<file path="config.mk">
export PLATFORM = sky130hd
export DESIGN_NAME = io_debounce_scanner
export DESIGN_NICKNAME = d
export VERILOG_FILES = /design/src/rtl/io_pkg.sv /design/src/rtl/io_event_fifo.sv /design/src/rtl/io_debounce_scanner.sv
export SDC_FILE = /design/constraint.sdc
export NUM_CORES = 1
export LEC_CHECK = 0
export ABC_AREA = 1
export CAP_MARGIN = 25
export CORE_MARGIN = 10
export CORE_UTILIZATION = 55
export DETAILED_ROUTE_END_ITERATION = 8
export PLACE_DENSITY_LB_ADDON = 0.1
export SLEW_MARGIN = 20
export SYNTH_ARGS = -nofsm -noshare
export SYNTH_HDL_FRONTEND = slang
export SYNTH_SLANG_ARGS = --single-unit
</file>
<file path="constraint.sdc">
create_clock -name i_clk -period 4.4 [get_ports i_clk]
set_input_delay 0.88 -clock i_clk [delete_from_list [all_inputs] [get_ports i_clk]]
set_output_delay 0.88 -clock i_clk [all_outputs]
set_load 0.03 [all_outputs]
</file>
<file path="src/rtl/io_pkg.sv">
// io_pkg: shared helpers for the multiplexed debounce scanner.
// Timing math, width helpers, scan states and event field layout.
package io_pkg;

    // Scan sequencer states: wait for the 1 ms tick, then sweep channels.
    typedef enum logic {
        IDLE = 1'b0,
        SCAN = 1'b1
    } scan_state_t;

    // Event word layout: channel index in the MSBs, new level in bit 0.
    localparam int EVT_LEVEL_BIT = 0;
    localparam int EVT_CHAN_LSB  = 1;

    // Ceiling log2; io_clog2(1) is 0.
    function automatic int io_clog2(input int value);
        int r;
        r = 0;
        for (int i = 0; i < 31; i++) begin
            if ((1 << i) < value) begin
                r = i + 1;
            end
        end
        return r;
    endfunction

    // Clock cycles in one millisecond.
    function automatic int io_ticks_per_ms(input int freq);
        return freq / 1000;
    endfunction

    // Widths must never collapse to zero bits.
    function automatic int io_max1(input int value);
        return (value < 1) ? 1 : value;
    endfunction

    // Packed event width for a given channel index width.
    function automatic int io_evt_width(input int chan_w);
        return chan_w + 1;
    endfunction

endpackage

</file>
<file path="src/rtl/io_event_fifo.sv">
// io_event_fifo: show-ahead event queue with full/empty flags.
// A push while full is still taken when a pop happens in the same cycle.
module io_event_fifo
    import io_pkg::*;
#(
    parameter int WIDTH = 4,
    parameter int DEPTH = 4
) (
    input  logic             clk,
    input  logic             rst,
    input  logic             push,
    input  logic [WIDTH-1:0] push_data,
    input  logic             pop,
    output logic [WIDTH-1:0] head,
    output logic             full,
    output logic             empty
);

    localparam int AW = io_max1(io_clog2(DEPTH));

    logic [WIDTH-1:0] mem [DEPTH];
    logic [AW:0]      wr_ptr;
    logic [AW:0]      rd_ptr;
    logic             pop_ok;
    logic             push_ok;

    // Pointers carry one extra lap bit to tell full from empty.
    assign empty   = (wr_ptr == rd_ptr);
    assign full    = (wr_ptr[AW] != rd_ptr[AW]) &&
                     (wr_ptr[AW-1:0] == rd_ptr[AW-1:0]);
    assign pop_ok  = pop && !empty;
    assign push_ok = push && (!full || pop_ok);

    // Head word reads zero whenever nothing is queued.
    assign head = empty ? '0 : mem[rd_ptr[AW-1:0]];

    // Advance read and write pointers on accepted pop/push.
    always_ff @(posedge clk or posedge rst) begin
        if (rst) begin
            wr_ptr <= '0;
            rd_ptr <= '0;
        end else begin
            if (push_ok) begin
                wr_ptr <= wr_ptr + 1'b1;
            end
            if (pop_ok) begin
                rd_ptr <= rd_ptr + 1'b1;
            end
        end
    end

    // Storage array; when full with a pop, the slot being read is reused.
    always_ff @(posedge clk) begin
        if (push_ok) begin
            mem[wr_ptr[AW-1:0]] <= push_data;
        end
    end

endmodule

</file>
<file path="src/rtl/io_debounce_scanner.sv">
// io_debounce_scanner: one shared 1 ms tick and a scan sequencer that
// debounce every channel in turn and queue each accepted level change.
module io_debounce_scanner
    import io_pkg::*;
#(
    parameter int PARAM_FREQ        = 10000000,
    parameter int PARAM_CHANNELS    = 8,
    parameter int PARAM_DEBOUNCE_MS = 10,
    parameter int PARAM_FIFO_DEPTH  = 4,
    localparam int CHAN_W = io_max1(io_clog2(PARAM_CHANNELS))
) (
    input  logic                      i_clk,
    input  logic                      i_rst,
    input  logic [PARAM_CHANNELS-1:0] i_in,
    output logic [PARAM_CHANNELS-1:0] o_state,
    output logic                      o_evt_valid,
    input  logic                      i_evt_ready,
    output logic [CHAN_W-1:0]         o_evt_chan,
    output logic                      o_evt_level,
    output logic                      o_overflow,
    input  logic                      i_clr_overflow
);

    localparam int TICKS  = io_ticks_per_ms(PARAM_FREQ);
    localparam int TICK_W = io_max1(io_clog2(TICKS));
    localparam int CNT_W  = io_max1(io_clog2(PARAM_DEBOUNCE_MS + 1));
    localparam int EVT_W  = io_evt_width(CHAN_W);

    localparam logic [TICK_W-1:0] TICK_LAST = TICK_W'(TICKS - 1);
    localparam logic [CHAN_W-1:0] IDX_LAST  = CHAN_W'(PARAM_CHANNELS - 1);
    localparam logic [CNT_W-1:0]  CNT_LAST  = CNT_W'(PARAM_DEBOUNCE_MS - 1);

    logic [PARAM_CHANNELS-1:0] sync_a;
    logic [PARAM_CHANNELS-1:0] sync_b;
    logic [TICK_W-1:0]         tick_cnt;
    logic                      tick;
    scan_state_t               state;
    logic [CHAN_W-1:0]         idx;
    logic [CNT_W-1:0]          cnt [PARAM_CHANNELS];

    logic                      cur;
    logic                      differs;
    logic                      accept;
    logic [EVT_W-1:0]          evt_word;
    logic [EVT_W-1:0]          head;
    logic                      fifo_full;
    logic                      fifo_empty;
    logic                      pop;
    logic                      dropped;

    // Two-flop synchronizer per raw input.
    always_ff @(posedge i_clk or posedge i_rst) begin
        if (i_rst) begin
            sync_a <= '0;
            sync_b <= '0;
        end else begin
            sync_a <= i_in;
            sync_b <= sync_a;
        end
    end

    // Millisecond divider; wraps explicitly at its terminal count.
    always_ff @(posedge i_clk or posedge i_rst) begin
        if (i_rst) begin
            tick_cnt <= '0;
        end else if (tick_cnt == TICK_LAST) begin
            tick_cnt <= '0;
        end else begin
            tick_cnt <= tick_cnt + 1'b1;
        end
    end

    assign tick = (tick_cnt == TICK_LAST);

    // Decision for the channel being visited this cycle.
    always_comb begin
        cur      = sync_b[idx];
        differs  = (state == SCAN) && (cur != o_state[idx]);
        accept   = differs && (cnt[idx] == CNT_LAST);
        evt_word = {idx, cur};
    end

    // Scan sequencer with the per-channel persistence counters.
    always_ff @(posedge i_clk or posedge i_rst) begin
        if (i_rst) begin
            state   <= IDLE;
            idx     <= '0;
            o_state <= '0;
            for (int i = 0; i < PARAM_CHANNELS; i++) begin
                cnt[i] <= '0;
            end
        end else begin
            unique case (state)
                IDLE: begin
                    if (tick) begin
                        state <= SCAN;
                        idx   <= '0;
                    end
                end
                SCAN: begin
                    if (!differs) begin
                        cnt[idx] <= '0;
                    end else if (accept) begin
                        cnt[idx]     <= '0;
                        o_state[idx] <= cur;
                    end else begin
                        cnt[idx] <= cnt[idx] + 1'b1;
                    end
                    if (idx == IDX_LAST) begin
                        idx   <= '0;
                        state <= tick ? SCAN : IDLE;
                    end else begin
                        idx <= idx + 1'b1;
                    end
                end
                default: begin
                    state <= IDLE;
                end
            endcase
        end
    end

    assign pop     = o_evt_valid && i_evt_ready;
    assign dropped = accept && fifo_full && !pop;

    // Sticky drop flag; a fresh drop beats a clear in the same cycle.
    always_ff @(posedge i_clk or posedge i_rst) begin
        if (i_rst) begin
            o_overflow <= 1'b0;
        end else if (dropped) begin
            o_overflow <= 1'b1;
        end else if (i_clr_overflow) begin
            o_overflow <= 1'b0;
        end
    end

    io_event_fifo #(
        .WIDTH (EVT_W),
        .DEPTH (PARAM_FIFO_DEPTH)
    ) u_fifo (
        .clk       (i_clk),
        .rst       (i_rst),
        .push      (accept),
        .push_data (evt_word),
        .pop       (i_evt_ready),
        .head      (head),
        .full      (fifo_full),
        .empty     (fifo_empty)
    );

    assign o_evt_valid = !fifo_empty;
    assign o_evt_chan  = head[EVT_W-1:EVT_CHAN_LSB];
    assign o_evt_level = head[EVT_LEVEL_BIT];

endmodule

</file>
### Yosys cells after proc, flatten, opt, wreduce, memory -nomap -nowiden

Memory sizes are Yosys's and may differ from the RTL's.
Cells that the tools add are included.

* register bits: 81
* memory bits (writable): 16
* bits of input ports: 12
* output and inout bits: 14
* word-level logic and storage cells: 81
* memories: 1

* $add $sub $neg: 5
* $lt $le $gt $ge: 4
* eq/ne operators: 8
* muxes and demuxes: 27
* bitwise operators: 4
* reductions and logical operators: 15

Memory list
* u_fifo.mem: words 4, width 4, read ports 1, clocked after memory_dff 0, write ports 1, RTL line io_event_fifo.sv:21 `logic [WIDTH-1:0] mem [DEPTH];`

Operator list (number)
* $mux 32: 2
* $and 32x32->32: 1
* $bwmux 32: 1
* $not 32->32: 1
* $mux 4: 4
* $add 14x1->14 const B: 1
* $eq 14x14->1 const B: 1
* $mux 14: 1
* $bmux 4 s3: 1
* $demux 4 s3: 1
* $add 3x1->3 const B: 3
* $logic_and 1x1->1: 9
* $mux 1: 9
* $bwmux 8: 1
* $bmux 1 s3: 2
* $mux 3: 2
* $pmux 3 s2: 1
* $add 4x1->4 const B: 1
* $eq 4x4->1 const B: 1
* $ge 4x4->1 const B: 1
* $lt 3x4->1 const B: 1
* $lt 4x1->1 const B: 1
* $not 3->4: 1
* $demux 1 s3: 1
* other kinds (12): 15

### Depth between registers and ports, before layout

* depth in word-level cells: 9
* depth in mapped cells: 14
* depth with buffers taken out: 12

### Modules after synthesis

A second synthesis with hierarchy kept.

* cell total of the unflattened synthesis: 621
* area total of the unflattened synthesis: 5038.6 um^2

Modules (own cells, without submodules)
* io_debounce_scanner: instances 1, cells an instance 510, area each 3911.3 um^2, sequential area each 1876.8 um^2
* io_event_fifo: instances 1, cells an instance 111, area each 1127.3 um^2, sequential area each 630.6 um^2

### Worst setup path after synthesis

OpenSTA, ideal clock, no wires.

* path type: register -> output
* from: register u_fifo.rd_ptr[0]
* to: output o_evt_chan[0]
* arrival: 1.489 ns
* data required time: 3.520 ns
* setup slack: 2.031 ns
* stages on the path, launching flop included: 8
* path buffers: 1
* cells stage by stage: dfrtp_1 > buf_2 > clkinv_1 > nand2_1 > a21oi_1 > nand2_1 > nand2_1 > inv_1

* longest elaborated chain between the ends: 2
* elaborated cells between the ends (all ways): 3
* classes of those cells: eq/ne (1); mux (1); memory (1)

Ends and longest elaborated chain
* start, declared: RTL line io_event_fifo.sv:23 `logic [AW:0] rd_ptr;`
* start signal, assigned: RTL line io_event_fifo.sv:47 `rd_ptr <= rd_ptr + 1'b1;`
* $mem_v2 4x4 or $eq 3x3->1 (tied branches)
* $mux 4 *: RTL line io_event_fifo.sv:35 `assign head = empty ? '0 : mem[rd_ptr[AW-1:0]];`
* end, declared: RTL line io_debounce_scanner.sv:18 `output logic [CHAN_W-1:0] o_evt_chan,`

Mark *: on every way between the ends. The rest lies on a longest branch, timed or not.

### Worst setup path in the final report

* from: register u_fifo.rd_ptr[0]
* to: output o_evt_chan[2]

Same word-level chain as after synthesis.

==> out/metrics.yaml <==
die_x_um: 112.7
min_path_cells: 0
ys.flop_type: "dfrtp_1"
crit_type: "reg2out"
die_area_um2: 12710
min_period_ns: 3.392
ys_ff_latch: 97
syn_to_final_growth_pct: 11.19
arrival_ns: 2.51
pre_cts_slack_ns: 1.433
grt_pass1_wl_mm: 15.72
core-area_um2: 8299
worst-slew-pin-transition_ns: 0.7004
post_cts_buffers: 0
initial_core_util_pct: 57.00
final_common_cell: "nand2_1"
powerDensity_nw_per_um2: 348.4
cp_max_fo: 11
gp_congestion: 0.8343
tns_ns: 0
syn_inst: 522
cts_buffer_depth: 2
ys_async_sr_fraction_pct: 83.51
hold_buffers: 0
final_cell_mix: "nand2_1 (140), dfrtp_1 (81), inv_1 (70)"
pin_count: 26
vias_per_cell: 5.082
setup_viol: 0
cts_sinks: 97
cts_resized: 0
root_buffer: "clkbuf_8"
port_buffers: 25
htree_num_levels: 3
cts_tree: "yes"
drive_gt1_share_pct: 9.928
peakVddDrop_v: 0.0002402
ff2ff_path_depth: 10
max_freq_mhz: 294.8
regToRegStartpoint: "idx[1]$_DFFE_PP0P_"
skew_ns: 0.01009
end_kind: "output port"
cp-start-kind: "register"
hold_viol_final: 0
grt_use_total_pct: 14.95
grt_setup_unrepaired: "no"
syn_area_per_cell_um2: 9.063
required_ns: 3.52
min_path_type: "reg2reg"
grt-ovfl-total: 0
first_global_vias: 3182
rows: 33
synth_seq_area_share_pct: 53.00
antenna_found_initial: 0
syn-num-nets: 544
dr.pass1.iters: 5
period_share_pct: 77.09
yosysWarnings: 0
timing.rr.end: "u_fifo.mem[3][2]$_DFFE_PP_"
maxSlewViolCount: 0
route.antenna.remaining_nets: 0
slew_headroom_pct: 53.31
path_clk_slew_ns: 0.09
clk_latency_ns: 0.36
synth.top_cell.area_share_pct: 42.85
syn_area_um2: 4731
finalPower_mw: 1.833
min_to: "sync_b[7]$_DFF_PP0_"
r2r_slack_ns: 1.48
drcViolationCount: 0
synth.distinct_cells: 37
drv_cap: 0
wire_per_inst_um: 13.70
fill_cells: 721
cellLeakagePower_nw: 2.571
vias: 3349
fp.dieH_um: 112.7
cts_buffers: 9
diodes: 0
drt_first_iter_violations: 200
synth_area_leaders: "dfrtp_1 (43%), nand2_1 (11%), edfxtp_1 (10%)"
setup_slack_ns: 1.008
grt_max_degree: 36
status: "complete, no violations"
nets: 571
synth_edf_count: 16
routed_wirelength_mm: 9.027
post-dp-hpwl_mm: 6.519
yosys.area.top_type: "dfrtp_1"
min_from: "sync_a[7]$_DFF_PP0_"
cells in the mapped netlist (4+ instances only):
master and n:
a21oi_1 9, nor2_4 4, edfxtp_1 16, nand2_1 140, o32ai_1 4, mux2i_1 10, o21ai_0 12, o21ai_1 8
nand3_1 27, nand2_2 11, ha_1 10, mux2i_4 5, xor2_1 10, inv_1 71, xnor2_1 4, dfrtp_1 81
nor2_1 49, inv_2 4, or2_2 4, nand4_1 11, nor3_1 4
worst max-delay path, cell delays in order, from the launching register on:
cell and delay, ns:
dfrtp_1 0.54, clkinv_1 0.32, nand2_1 0.15, a21oi_1 0.10
nand2_1 0.19, nand2_1 0.09, inv_1 0.07, clkdlybuf4s50_1 0.68
where the power goes:
part	leakage, nW	internal, mW	total [mW]	switching, mW
clock	0.0905	0.264	0.575	0.310
combinational	1.23	0.119	0.294	0.176
sequential	1.25	0.931	0.964	0.0330
total	2.57	1.31	1.83	0.519
worst max-delay path by stage:
stage / start / endpoint / slack [ns] / depth (start not counted)
finish: u_fifo.rd_ptr[0]$_DFFE_PP0P_ / o_evt_chan[2] / 1.01 / 7
global route: u_fifo.rd_ptr[0]$_DFFE_PP0P_ / o_evt_chan[2] / 0.83 / 7
CTS: u_fifo.rd_ptr[0]$_DFFE_PP0P_ / o_evt_chan[2] / 1.02 / 7
detailed placement: u_fifo.rd_ptr[0]$_DFFE_PP0P_ / o_evt_chan[2] / 1.43 / 7
global placement: u_fifo.rd_ptr[0]$_DFFE_PP0P_ / o_evt_chan[0] / 1.53 / 7
floorplan: i_rst / cnt[0]$_DFFE_PP0P_ / 1.44 / 1
cell type report:
type                            instances  area [um^2]  area share (%)
Clock buffer                           10        127.6           2.426
Clock inverter                          6        66.31           1.261
Tap cell                              105        131.4           2.498
Multi-Input combinational cell        337         1856           35.28
Timing Repair Buffer                   28        285.3           5.423
Sequential cell                        97         2507           47.67
Inverter                               76        286.5           5.447
stage by stage:
step           instance area [um^2]  hold slack [ns]  utilization, %  cells
4_1_cts                        5260           0.3544           63.38    659
3_5_place_dp                   5066           0.3347           61.04    643
3_3_place_gp                   5046           0.3340           60.80    642
5_1_grt                        5260           0.3625           63.38    659
2_1_floorplan                  4731           0.3312               -    522
6_report                       5260           0.3533           63.38    659
sequential cells by signal, summed over array words and instances, names as in the netlist:
register	flops
u_fifo.rd_ptr	3
sync_b	8
o_overflow	1
idx	3
o_state	8
cnt	32
u_fifo.mem	16
u_fifo.wr_ptr	3
state	1
sync_a	8
tick_cnt	14
metal layers:
layer | up-vias | routed length (um) | GRT usage (%) | share of wire [%]
met5 | - | 0 | 0 | 0
met4 | 0 | 129 | 4.399 | 1.4
met3 | 10 | 500 | 4.068 | 5.5
met2 | 73 | 3955 | 21.77 | 44
met1 | 1569 | 4440 | 21.26 | 49
li1 | 1697 | - | - | -
cells by family (layout without fill, tap and decap cells):
logic type	count (synthesis)	after routing	share of synthesized area, %
adder cells (fa/ha/maj)	10	10	2.645
XOR/XNOR	15	15	2.936
AO/OA/AOI/OAI	36	36	4.338
flip-flops	97	97	53.00
multiplexers	15	15	4.496
buffers and inverters	88	120	7.775
AND/OR/NAND/NOR	261	261	24.81
(Power assumes the default switching activity.)
